[src/rtl/fp_wb_arbiter.sv]
// fp_wb_arbiter: round-robin arbiter sharing the FP reg-file write port among FP units
module fp_wb_arbiter #(
   parameter int NUM_UNITS = 4,
   parameter int FLEN      = 32,
   parameter int ADDR_W    = 5,
   parameter int CNT_W     = 16,
   localparam int UW       = $clog2(NUM_UNITS)
) (
   input  logic                                clk,
   input  logic                                reset_n,
   input  logic [NUM_UNITS-1:0]                req_valid,
   output logic [NUM_UNITS-1:0]                req_ready,
   input  logic [NUM_UNITS-1:0][ADDR_W-1:0]    req_rd,
   input  logic [NUM_UNITS-1:0][FLEN-1:0]      req_data,
   input  logic [NUM_UNITS-1:0][4:0]           req_fflags,
   input  logic                                wb_stall,
   output logic                                wb_valid,
   output logic [ADDR_W-1:0]                   wb_rd,
   output logic [FLEN-1:0]                     wb_data,
   output logic [4:0]                          wb_fflags,
   output logic [UW-1:0]                       wb_unit,
   output logic [CNT_W-1:0]                    contention_cnt
);
   logic [UW-1:0] rr_ptr, sel, idx;
   logic          xfer, multi;
   // scan from the highest offset down so the unit closest to rr_ptr wins
   always_comb begin
      sel = '0;
      idx = '0;
      for (int k = NUM_UNITS - 1; k >= 0; k--) begin
         idx = UW'((int'(rr_ptr) + k) % NUM_UNITS);
         if (req_valid[idx]) sel = idx;
      end
   end
   assign xfer      = reset_n & (|req_valid) & ~wb_stall;
   assign req_ready = xfer ? (NUM_UNITS'(1) << sel) : '0;
   assign multi     = |(req_valid & (req_valid - NUM_UNITS'(1)));
   always_ff @(posedge clk) begin
      if (!reset_n) begin
         wb_valid       <= 1'b0;
         wb_rd          <= '0;
         wb_data        <= '0;
         wb_fflags      <= '0;
         wb_unit        <= '0;
         rr_ptr         <= '0;
         contention_cnt <= '0;
      end else begin
         if (xfer) begin
            wb_valid  <= 1'b1;
            wb_rd     <= req_rd[sel];
            wb_data   <= req_data[sel];
            wb_fflags <= req_fflags[sel];
            wb_unit   <= sel;
            rr_ptr    <= (sel == UW'(NUM_UNITS - 1)) ? '0 : sel + UW'(1);
         end else if (!wb_stall) begin
            wb_valid <= 1'b0;
         end
         if (multi && !(&contention_cnt)) contention_cnt <= contention_cnt + CNT_W'(1);
      end
   end
endmodule

[config.mk]
export PLATFORM = sky130hd
export DESIGN_NAME = fp_wb_arbiter
export DESIGN_NICKNAME = d
export VERILOG_FILES = /design/src/rtl/fp_wb_arbiter.sv
export SDC_FILE = /design/constraint.sdc
export NUM_CORES = 1
export LEC_CHECK = 0
export ABC_AREA = 0
export CORE_ASPECT_RATIO = 1.25
export CORE_MARGIN = 4
export CORE_UTILIZATION = 38
export CTS_CLUSTER_DIAMETER = 80
export DETAILED_ROUTE_END_ITERATION = 6
export PLACE_DENSITY = 0.82
export SETUP_SLACK_MARGIN = 0.2
export SLEW_MARGIN = 20
export SYNTH_ARGS = -nofsm -noshare
export SYNTH_HDL_FRONTEND = slang
export SYNTH_SLANG_ARGS = --single-unit
[constraint.sdc]
create_clock -name clk -period 2.6 [get_ports clk]
set_input_delay 0.39 -clock clk [delete_from_list [all_inputs] [get_ports clk]]
set_output_delay 0.39 -clock clk [all_outputs]
set_load 0.1 [all_outputs]
==> out/results.tsv <==
metric	value	unit
I/O Buffers	239	
CP required	2.21	ns
fmax	0.430	GHz
full die area	11900	sq um
post-synthesis cell type count	44	
fin crit period	2.32	ns
Mapped Nets	652	
Final Max Tran Viols	0	
crit start category	input port	
drt via density	6.14	
n_diodes	0	
CTS root buf	clkbuf_16	
share of cells above drive strength 1	20.6	%
Synth Register Bits	63	
unrepaired setup endpoints after global routing	no	
gr usage total	27.6	%
register area share after synthesis	32.5	%
Die X	98.4	um
Reg2Reg Depth	6	
asr flop ratio synth	0	%
sw power	0.00171	W
Mapped Cells	476	
Worst R2R Setup Slack	0.37	ns
number of global-route vias before repair	5217	
Setup crit start	req_valid[1]	
Detail Route Antenna Nets	0	
placed cell area	6550	sq um
pre-CTS setup slack	-0.168	ns
Worst Path Arrival	1.93	ns
Max clock buf depth	2	
Final Setup Violations	0	
initial antenna violation count	0	
period utilization	89.4	%
Post-route DRC	0	
Worst-Skew Late Latency	0.33	ns
Max-Cap Viols	0	
Synth Cell Area	3880	sq um
core area	10100	sq um
DR vias	5233	
Most used DFF post-synth	dfxtp_1	
die extent in y	121	um
DRT iter0 DRCs	347	
Critical R2R Capture	wb_fflags[1]	
TritonCTS Buffers	9	
combinational share of power	43.5	%
Clock transition at path regs	0.05	ns
Int Power	0.00263	W
hpwl dp	12700	um
Final Cell Area	6920	sq um
final setup margin	0.277	ns
Cells after DPL	832	
Hold Vio Cnt, Final	0	
H-tree depth	3	
register share of total power	26.0	%
Tot Pwr	0.00434	W
number of hold buffers added after cts	0	
Hold WS	0.455	ns
Tightest Hold Check Type	reg -> reg	
Rows	41	
EDFF count, synth	0	
largest net degree at the start of global routing	46	
Pleak	2.90	nW
Area Growth Syn to Fin	78.3	%
placer congestion estimate	0.883	
Layout Cells excl Fill	852	
CTS tree	built	
CP endpoint	req_ready[1]	
Worst-Margin Slew	0.400	ns
Final nets	894	
first-pass GRT wire length	26500	um
drt pass-1 iters	6	
WL/cell	20.4	um
Setup crit end kind	output pin	
max_slew headroom	73.2	%
clock skew	0.00465	ns
initial core utilization	38.6	%
Ys Warns	0	
Clock Sinks	63	
Sw Share	39.5	%
Crit Reg-Reg Startpoint	rr_ptr[1]	
critical path type	in -> out	
worst-path fanout max	5	
io pins	240	
Pwr Density	627	nW/um^2
run status	finished clean	
Detailed Route WL	17400	um
total grt overflow	0	
clock power share	30.5	%
Avg Cell Area, Syn	8.15	sq um
Worst VDD drop	349	uV
## worst min-delay path by stage
stage	start	end	slack [ns]	depth (start not counted)
after floorplan	rr_ptr[0]	rr_ptr[0]	0.50	1
after global placement	wb_unit[1]	wb_unit[1]	0.45	2
after detailed placement	wb_valid	wb_valid	0.45	2
after CTS	wb_valid	wb_valid	0.45	2
after global routing	wb_data[1]	wb_data[1]	0.48	1
final	wb_valid	wb_valid	0.45	2
## power groups by stage
stage | combinational [W] | clock (W) | sequential, W
floorplan | 0.000567 | 0 | 0.00179
global placement | 0.00183 | 0 | 0.00114
detailed placement | 0.00186 | 0 | 0.00115
CTS | 0.00188 | 0.00133 | 0.00113
global route | 0.00197 | 0.00137 | 0.00114
finish | 0.00189 | 0.00132 | 0.00113
## layout make-up
type	count	area, sq um
timing repair buffer	283	2680
tap	129	161
clock inverter	5	81.3
fill	837	3140
sequential	63	1270
clock buffer	11	243
multi-input combinational	359	2480
inverter	2	7.51
## synth_stat cells (2+ instances only)
cell / instances / share of area, %
o21bai_1: 2 / 0.39
o211ai_1: 2 / 0.39
a211o_1: 42 / 9.5
a32o_1: 42 / 11
nand4_1: 5 / 0.81
o21a_1: 2 / 0.39
clkbuf_1: 34 / 3.3
xnor2_1: 2 / 0.45
mux2i_1: 2 / 0.52
and3_4: 4 / 1.2
o2111ai_1: 5 / 1.1
nand2_1: 13 / 1.3
nor2_1: 21 / 2.0
nor3_1: 2 / 0.26
nor2b_1: 4 / 0.64
nand3_1: 89 / 11
and3_1: 43 / 6.9
dfxtp_1: 63 / 33
buf_6: 3 / 0.87
and4_1: 2 / 0.45
a22o_1: 2 / 0.45
o21ai_0: 45 / 5.8
buf_2: 13 / 1.7
nor4_1: 5 / 0.81
xor2_1: 10 / 2.3
## critical path: stages
cell and delay, ns:
dlygate4sd2_1 0.39, nor2_4 0.09, buf_4 0.17, nor4b_4 0.34, nor2_2 0.12, nor3_4 0.23
buf_12 0.20
## state kept, by name (all words and copies together), names as in the netlist
register and count:
wb_unit 2, wb_fflags 5, wb_rd 5, contention_cnt 16
wb_valid 1, wb_data 32, rr_ptr 2
## layer usage
| metal | track usage (%) | vias to the layer above | wire [um] |
|---|---|---|---|
| li1 | - | 2340 | - |
| met1 | 31.2 | 2488 | 6130 |
| met2 | 46.7 | 318 | 8620 |
| met3 | 5.92 | 87 | 1440 |
| met4 | 17.6 | 0 | 1160 |
| met5 | 0 | - | 0 |
## placed cells by master, fill, tap and decap left out, types with 4 or more instances in the layout
master / synthesis / final
dfxtp_2: 0 / 4
nand3_1: 89 / 89
nor2_1: 21 / 19
o21ai_0: 45 / 45
a211o_1: 42 / 42
and3_4: 4 / 5
dfxtp_1: 63 / 59
a32o_1: 42 / 42
nand2_1: 13 / 13
clkbuf_16: 0 / 9
xor2_1: 10 / 10
clkdlybuf4s50_1: 0 / 170
o2111ai_1: 5 / 5
and3_1: 43 / 41
buf_4: 1 / 99
nand4_1: 5 / 5
nor4_1: 5 / 4
dlygate4sd2_1: 0 / 4
buf_12: 0 / 10
## timing repair
item | 4_1_cts | 5_1_grt
buffers inserted | 4 | 0
setup endpoints to repair | 26 | 0
resized for setup | 7 | 0
## metrics by stage
| stage | utilization (%) | TNS (ns) |
|---|---|---|
| after CTS | 68.8 | 0 |
| after floorplan | - | 0 |
| after global routing | 68.8 | 0 |
| final | 68.8 | 0 |
| after detailed placement | 65.1 | -5.65 |
| after global placement | 65.1 | -2.49 |
## kinds of logic after synthesis
logic type	synth area share (%)
muxes	0.516
xor gates and xnor gates	2.71
and+or+nand+nor	27.5
adders and majority gates	0.580
AOI/OAI and AO/OA	29.8
buffers and inverters	6.32
DFF	32.5
Note: power is estimated with default switching activity, not from simulation.
